===== src/rtl/rr_arbiter_4_enc.sv =====
// Four-requester round-robin arbiter with registered grant index, hold timeout
// and a one-cycle pre-emption pulse after a timeout-only release.
module rr_arbiter_4_enc #(
  parameter int unsigned HOLD_MAX = 8
) (
  input  logic       clk,
  input  logic       rst,
  input  logic [3:0] req,
  input  logic       done,
  output logic [1:0] gnt_idx,
  output logic       gnt_valid,
  output logic       preempt
);

  typedef enum logic [0:0] {StIdle, StGrant} state_e;

  localparam logic [7:0] HoldLast = 8'(HOLD_MAX - 1);

  state_e     state_q, state_d;
  logic [1:0] ptr_q, ptr_d;
  logic [1:0] gnt_idx_q, gnt_idx_d;
  logic [7:0] hold_cnt_q, hold_cnt_d;
  logic       gnt_valid_q, gnt_valid_d;
  logic       preempt_q, preempt_d;

  logic [7:0] req_dbl;
  logic [3:0] req_rot;
  logic [1:0] pick_off;
  logic [1:0] pick_idx;
  logic       rel_done, rel_req, rel_to;

  // Rotate requests so that bit 0 corresponds to the requester at ptr.
  assign req_dbl = {req, req};
  assign req_rot = 4'(req_dbl >> ptr_q);

  always_comb begin
    pick_off = 2'd0;
    if (req_rot[0])      pick_off = 2'd0;
    else if (req_rot[1]) pick_off = 2'd1;
    else if (req_rot[2]) pick_off = 2'd2;
    else if (req_rot[3]) pick_off = 2'd3;
  end

  assign pick_idx = ptr_q + pick_off;

  assign rel_done = done;
  assign rel_req  = ~req[gnt_idx_q];
  assign rel_to   = (hold_cnt_q == HoldLast);

  always_comb begin
    state_d     = state_q;
    ptr_d       = ptr_q;
    gnt_idx_d   = gnt_idx_q;
    hold_cnt_d  = hold_cnt_q;
    gnt_valid_d = gnt_valid_q;
    preempt_d   = 1'b0;

    unique case (state_q)
      StIdle: begin
        if (|req) begin
          gnt_idx_d   = pick_idx;
          gnt_valid_d = 1'b1;
          hold_cnt_d  = 8'd0;
          state_d     = StGrant;
        end
      end
      StGrant: begin
        if (rel_done || rel_req || rel_to) begin
          state_d     = StIdle;
          gnt_valid_d = 1'b0;
          ptr_d       = gnt_idx_q + 2'd1;
          preempt_d   = rel_to && !rel_done && !rel_req;
        end else begin
          hold_cnt_d = hold_cnt_q + 8'd1;
        end
      end
      default: state_d = StIdle;
    endcase
  end

  always_ff @(posedge clk or posedge rst) begin
    if (rst) begin
      state_q     <= StIdle;
      ptr_q       <= 2'd0;
      gnt_idx_q   <= 2'd0;
      hold_cnt_q  <= 8'd0;
      gnt_valid_q <= 1'b0;
      preempt_q   <= 1'b0;
    end else begin
      state_q     <= state_d;
      ptr_q       <= ptr_d;
      gnt_idx_q   <= gnt_idx_d;
      hold_cnt_q  <= hold_cnt_d;
      gnt_valid_q <= gnt_valid_d;
      preempt_q   <= preempt_d;
    end
  end

  assign gnt_idx   = gnt_idx_q;
  assign gnt_valid = gnt_valid_q;
  assign preempt   = preempt_q;

endmodule

===== config.mk =====
export PLATFORM = sky130hd
export DESIGN_NAME = rr_arbiter_4_enc
export DESIGN_NICKNAME = d
export VERILOG_FILES = /design/src/rtl/rr_arbiter_4_enc.sv
export SDC_FILE = /design/constraint.sdc
export NUM_CORES = 1
export LEC_CHECK = 0
export CORE_MARGIN = 5
export CORE_UTILIZATION = 50
export DETAILED_ROUTE_END_ITERATION = 12
export PLACE_DENSITY_LB_ADDON = 0.05
export SLEW_MARGIN = 30
export SYNTH_ARGS = -nofsm -noshare
export SYNTH_HDL_FRONTEND = slang
export SYNTH_SLANG_ARGS = --single-unit

===== constraint.sdc =====
create_clock -name clk -period 3.8 [get_ports clk]
set_input_delay 0.95 -clock clk [delete_from_list [all_inputs] [get_ports clk]]
set_output_delay 0.95 -clock clk [all_outputs]
set_load 0.03 [all_outputs]

* Word-level counts from Yosys, hierarchy flattened
Cells that the tools add are included.
Widths: inputs -> output; s select.
** Storage, ports and cells
- Register bits after elaboration :: 15
- Word-level logic and storage cells :: 44
- Output and inout port bits :: 4
** Operators by class
- $lt $le $gt $ge :: 1
- Multiplexer cells :: 17
- Bitwise operators :: 2
- Reduce and logical (&&, ||, !) cells :: 10
- Equal/unequal tests :: 4
- Shift-type cells :: 1
- Add/sub/neg operators :: 3
** Operators with widths (count)
- $mux 8 :: 2
- $pmux 8 s2 :: 1
- $add 8x1->8 const B :: 1
- $eq 8x3->1 const B :: 1
- $mux 2 :: 4
- $reduce_and 2->1 :: 4
- $shr 8x2->4 :: 1
- $mux 1 :: 7
- $ne 2x2->1 const B :: 2
- $pmux 1 s2 :: 2
- $reduce_or 4->1 :: 1
- $lt 2x3->1 const B :: 1
- $add 2x1->2 const B :: 1
- $add 2x2->2 :: 1
- $bmux 1 s2 :: 1
- $logic_and 1x1->1 :: 2
- $logic_or 1x1->1 :: 2
- $ne 2x1->1 const B :: 1
- $not 1->1 :: 2
- $logic_not 1->1 :: 1

* Longest topological paths before layout
Gate-level depths: netlist (run 1).
- Depth in word-level cells :: 7
- Gate-level depth with buffers :: 9
- Depth with buffers taken out :: 8

* Least setup slack after synthesis (run 1)
Ideal clock, no wire load.
- Kind :: in2reg
- From :: input req[2]
- To :: register gnt_idx_q[1], in the netlist gnt_idx[1]
- Stages :: 9
- Path slack :: 1572 ps
- Data required time :: 3730 ps
- Path buffers :: 1
- Library setup time :: 70 ps
- Data arrival time :: 2158 ps
- Path through :: buf_6 -> nor2_1 -> nor3_1 -> a21oi_1 -> o211ai_1 -> ha_1 -> xor2_1 -> a211o_1 -> nand3_1
** Between the ends
- Cells in the longest elaborated chain, start to end :: 6
- Elaborated cells between the ends (all ways) :: 8
** Ends and longest elaborated chain
- start: declaration :: RTL line 8 : input logic [3:0] req,
- $shr 8x2->4 :: RTL line 34 : assign req_rot = 4'(req_dbl >> ptr_q);
- $mux 2 :: RTL line 41 : else if (req_rot[3]) pick_off = 2'd3;
- $mux 2 :: RTL line 40 : else if (req_rot[2]) pick_off = 2'd2;
- $mux 2 :: RTL line 39 : else if (req_rot[1]) pick_off = 2'd1;
- $mux 2 :: RTL line 38 : if (req_rot[0]) pick_off = 2'd0;
- $add 2x2->2 :: RTL line 44 : assign pick_idx = ptr_q + pick_off;
- end signal: assignment :: RTL line 92 : gnt_idx_q <= gnt_idx_d;
- end: declaration :: RTL line 21 : logic [1:0] gnt_idx_q, gnt_idx_d;
Parallel ways exist; a longest one is shown, timed or not.
A chain may end at the register's enable or synchronous reset.

* Worst setup path after layout (run 1)
Ends and elaborated chain as after synthesis.

==> results of run 1 <==
## per-stage QoR
stage | total power, W | area, um2 | hold slack [ps] | std cells
after floorplan | 0.000473 | 962 | 447 | 102
after global placement | 0.000554 | 1060 | 474 | 132
after detailed placement | 0.000556 | 1060 | 481 | 132
after CTS | 0.000651 | 1080 | 493 | 136
after global routing | 0.000698 | 1080 | 523 | 136
final | 0.000650 | 1080 | 488 | 136
## cell usage in the layout (no fill, tap or decap), types with 2 or more instances in the layout
cell and n:
nand4_1 3, nand2b_1 2, o21ai_0 2, a21o_1 3, mux2i_1 2, a21oi_1 3
inv_1 4, dfrtp_1 15, nor3b_1 4, clkbuf_4 3, and3_1 2, nand3_1 4
clkdlybuf4s50_1 10, a211o_1 3, nor2_1 6, nand2_1 11, xor2_1 3, nor3_1 3
nor4_1 4, o211ai_1 2, ha_1 2
## how the worst max path moves through the flow
| stage | from | end |
|---|---|---|
| after global placement | req[2] | gnt_idx[1] |
| after CTS | req[2] | gnt_idx[1] |
| final | req[2] | gnt_idx[1] |
| after global routing | req[2] | gnt_idx[1] |
| after floorplan | req[2] | gnt_idx[1] |
| after detailed placement | req[2] | gnt_idx[1] |
## report_power, final
part | switching (W) | total, W | internal (W)
sequential | 0.0000596 | 0.000260 | 0.000201
clock | 0.0000529 | 0.0000937 | 0.0000409
combinational | 0.000163 | 0.000296 | 0.000133
## synth_stat cells (all sizes together), types with 2 or more instances
cell type,count,area [um2]
dfrtp,15,375
nand2,11,41.3
nor2,6,22.5
a21oi,4,31.3
buf,4,31.3
inv,4,15.0
nand3,4,20.0
nor3b,4,30.0
nor4,4,25.0
a211o,3,26.3
a21o,3,22.5
nand4,3,18.8
nor3,3,15.0
o21ai,3,18.8
xor2,3,26.3
and3,2,12.5
ha,2,25.0
mux2,2,22.5
mux2i,2,20.0
nand2b,2,12.5
o211ai,2,15.0
## routing by layer
| layer | vias up | global-route usage (%) |
|---|---|---|
| met5 | - | 0 |
| li1 | 396 | - |
| met2 | 33 | 19.2 |
| met3 | 5 | 3.60 |
| met1 | 378 | 23.8 |
| met4 | 0 | 6.38 |
## logic make-up after synthesis
group                      share of synthesized area, %
AOI/OAI and AO/OA                                  16.6
xor gates and xnor gates                           2.73
muxes                                              6.76
adders and majority gates                          2.60
DFF                                                39.0
and+or+nand+nor                                    27.0
buffers and inverters                              5.20
## final cells by class
type                    instances  area (um2)
repair buffers                 10         100
flip-flops and latches         15         375
clock buffers                   4        26.3
multi-input cells              78         537
inverters                       4        15.0
fillers                       166         698
well taps                      25        31.3
## state kept, by name (all words and copies together) (netlist names)
signal and flops:
hold_cnt_q 8, gnt_idx 2, ptr_q 2, gnt_valid 1, preempt 1, state_q 1
==> summary.txt, run 1 <==
Synthesized cell area - 962 um2
Die ar. - 2900 um2
Syn_nets - 111
Antenna diodes - 0
Arr. time, crit path - 2770 ps
Ys async rst share - 100%
DR iter-0 viols - 32
Starting density of the core - 54.0%
WP data required - 4030 ps
Reg-to-Reg Start - hold_cnt_q[4]
Met3 wire len - 136 um
Hold Path Cell Cnt - 1
Via count - 812
Hold Buf Count CTS - 0
First-pass GRT wire length - 3190 um
Clock Path Buffers - 2
CP Depth - 9
H-tree levels - 1
Port bufs - 10
Syn avg cell area - 9.43 um2
Antenna violation net count after detailed routing - 0
R2R Path End - ptr_q[1]
Worst setup SP type - primary input
Register bit total from synthesis - 15
CTS tree - yes
CTS root buffer - clkbuf_4
Final worst-path cycle share - 67.0%
Worst path slowest cell - clkdlybuf4s50_1
Maximum VDD drop - 0.373 mV
Drt first pass iters - 4
Final slew viol count - 0
Crit. End Element - register
Lkg Pwr - 0.495 nW
Register-to-Register Path Depth - 4
Max Clk Rate - 0.393 GHz
Max-cap violations - 0
Vert. Die Dim - 53.9 um
Setup Skew - 1.83 ps
Layout Nets - 121
Hold Crit Start - hold_cnt_q[7]
Reg-to-reg slack, setup - 1980 ps
Slowest cell delay on critical path - 550 ps
Final Hold Viols - 0
Critical path cell sequence - clkdlybuf4s50_1, nor2_1, nor3_1, a21oi_1, o211ai_1, ha_1, xor2_1, a211o_1, nand3_1
Final GP Congestion - 0.766
Final worst setup slack - 1250 ps
Core area - 1780 um2
CTS sink count - 15
Setup WS pre-CTS - 986 ps
Power Density - 599 nW/um2
Sequential element share of the synthesized area - 39.0%
Total GRT Usage - 15.2%
Cts repair resizes - 0
Transition time at the pin with the least slew margin - 584 ps
DR top layer - met4
Postcts setup bufs - 0
Largest net degree at the start of global routing - 16
EDFF count, synth - 0
Avg WL per Cell - 13.8 um
CP Buf/Inv Count - 1
Synth Warn # - 0
Number of global-route vias before repair - 683
Remaining routing DRC violations - 0
GRT overflow - 0
Post-layout min period - 2550 ps
Total CTS buffers - 3
Initial antenna violation count - 0
Area growth from synthesis to layout - 12.7%
Top Ports - 11
Worst Path Class, Setup - primary input to register
Wl on met1 - 984 um
Yosys cell types - 42
RSZ-0062 raised after global routing - false
Tightest Hold Check Type - register to register
Std cell rows - 15
Largest delay share family, worst path - buffers and inverters
Sum Neg Setup Slack - 0 ps
CP Max Fanout - 9
Met2 wire length - 720 um
Status - complete, no violations
Syn Inst Count - 102
Synth Flop Type - dfrtp_1
Die Wd - 53.9 um
Reg clk slew, reported paths - 90 ps
Final core occ - 60.8%
Final setup violation count - 0
Share of cells above drive strength 1 - 8.11%
Skew-Pair Late Insertion Delay - 290 ps
Hold EP - hold_cnt_q[7]
WL final - 1870 um
DR vias/cell - 5.97
Relative slew slack - 61.1%
DP HPWL - 1370 um
(Power assumes the default switching activity.)
==> run 2: changes to the inputs <==
==> constraint.sdc (replaced) <==
create_clock -name clk -period 2.4 [get_ports clk]
set_input_delay 0.6 -clock clk [delete_from_list [all_inputs] [get_ports clk]]
set_output_delay 0.6 -clock clk [all_outputs]
set_load 0.03 [all_outputs]
==> summary.txt, run 2 (same netlist as run 1, synthesis figures left out) <==
Status - complete, no violations
Vert. Die Dim - 53.9 um (unchanged)
Total CTS buffers - 3 (unchanged)
Slowest cell delay on critical path - 570 ps (+20 ps)
Reg clk slew, reported paths - 80 ps (about the same)
GRT overflow - 0 (unchanged)
Final core occ - 63.8% (+2.9 points)
First-pass GRT wire length - 3490 um (+9.5%)
RSZ-0062 raised after global routing - false
Arr. time, crit path - 2320 ps (-450 ps)
WP data required - 2580 ps (-1450 ps)
Max-cap violations - 0 (unchanged)
Die Wd - 53.9 um (unchanged)
Final worst-path cycle share - 89.4%
Avg WL per Cell - 14.1 um (+2.6%)
Final GP Congestion - 0.764 (-0.25%)
Largest net degree at the start of global routing - 16 (unchanged)
Postcts setup bufs - 0 (unchanged)
Post-Layout Cell Count - 143 (+5.1%)
Antenna violation net count after detailed routing - 0 (unchanged)
Core area - 1780 um2 (unchanged)
Top Ports - 11 (unchanged)
Setup Skew - 5.97 ps (+4.14 ps)
Final instance area - 1140 um2 (+4.8%)
Worst Path Class, Setup - primary input to register
Std cell rows - 15 (unchanged)
Power Density - 943 nW/um2 (+57%)
Maximum VDD drop - 0.894 mV (+140%)
CP Max Fanout - 9 (unchanged)
Remaining routing DRC violations - 0 (unchanged)
Initial antenna violation count - 0 (unchanged)
Layout Nets - 128 (+5.8%)
Top reg by flops - hold_cnt_q
Antenna diodes - 0 (unchanged)
Via count - 828 (+2.0%)
Max FFs per register - 8 (unchanged)
Share of cells above drive strength 1 - 13.6% (+5.5 points)
Post-layout min period - 2150 ps
Number of global-route vias before repair - 789 (+16%)
Final slew viol count - 0 (unchanged)
Relative slew slack - 64.1% (+3.0 points)
Final setup violation count - 0 (unchanged)
Port bufs - 10 (unchanged)
DP Area - 1110 um2 (+5.0%)
Max Clk Rate - 0.466 GHz
Worst setup SP type - primary input
CTS sink count - 15 (unchanged)
CTS tree - yes
Largest delay share family, worst path - multiplexers
Critical path cell sequence - clkdlybuf4s50_1, mux4_2, and2_4, and3_1, a211o_1
DR iter-0 viols - 31 (-3.1%)
DR vias/cell - 5.79 (-3.0%)
WL final - 2020 um (+7.8%)
Worst path slowest cell - mux4_2
CP Buf/Inv Count - 1 (unchanged)
Transition time at the pin with the least slew margin - 538 ps (-45.1 ps)
Final Hold Viols - 0 (unchanged)
Cts repair resizes - 0 (unchanged)
Skew-Pair Late Insertion Delay - 290 ps (about the same)
Commonest non-fill, non-tap cells in the layout - 15 x dfrtp_1, 11 x nand2_1, 10 x clkdlybuf4s50_1
Area growth from synthesis to layout - 18.2%
Commonest non-fill, non-tap cell in the layout - dfrtp_1
Dpl cells - 139 (+5.3%)
Starting density of the core - 54.0% (unchanged)
Filler cells - 163 (-1.8%)
Die ar. - 2900 um2 (unchanged)
H-tree levels - 1 (unchanged)
DP HPWL - 1530 um (+12%)
Clock Path Buffers - 2 (unchanged)
Drt first pass iters - 4 (unchanged)
Total GRT Usage - 17.0% (+1.8 points)
Crit. End Element - register
Lkg Pwr - 0.529 nW (+6.8%)
Tightest Hold Check Type - register to register
CTS root buffer - clkbuf_4
Hold Buf Count CTS - 0 (unchanged)
run 2: layout make-up:
class                   count  area [um2]  share of cell area (%)
repair buffers             17         153                    13.4
well taps                  25        31.3                    2.75
flip-flops and latches     15         375                    33.0
clock buffers               4        26.3                    2.31
multi-input cells          78         537                    47.2
inverters                   4        15.0                    1.32
run 2: worst paths after layout:
path                                from  slack (ps)       endpoint  depth (start not counted)
setup reg to reg           hold_cnt_q[4]         540       ptr_q[1]                          4
setup / recovery                  req[2]         250  hold_cnt_q[4]                          5
min in group asynchronous            rst         640      gnt_valid                          2
max in group asynchronous            rst        1400  hold_cnt_q[3]                          2
hold / removal             hold_cnt_q[7]         490  hold_cnt_q[7]                          1
hold reg to reg            hold_cnt_q[7]         490  hold_cnt_q[7]                          1
run 2: worst reg2reg max path, delay by kind of cell (launching register included):
kind / cells / cell delay [ps]
AO/OA/AOI/OAI: 1 / 120
flip-flops: 1 / 430
AND/OR/NAND/NOR: 2 / 890
multiplexers: 1 / 310
run 2: power breakdown:
part | internal (W) | total (W) | switching [W]
combinational | 0.000239 | 0.000507 | 0.000268
sequential | 0.000318 | 0.000417 | 0.0000993
clock | 0.0000647 | 0.000148 | 0.0000828
total | 0.000622 | 0.00107 | 0.000450
run 2: per-layer routing:
| layer | global-route usage, % | part of all wire (%) |
|---|---|---|
| met1 | 22.7 | 51 |
| met2 | 24.2 | 40 |
| met3 | 3.88 | 5.4 |
| met4 | 11.1 | 3.9 |
| met5 | 0 | 0 |
run 2: through the flow:
step	setup WS, ps	power, W	hold WS, ps	TNS [ps]
2_1_floorplan	522	0.000750	447	0
3_3_place_gp	-5.86	0.000914	472	-5.86
3_5_place_dp	-18.8	0.000930	480	-43.1
4_1_cts	274	0.00108	492	0
5_1_grt	87.9	0.00116	535	0
6_report	254	0.00107	488	0
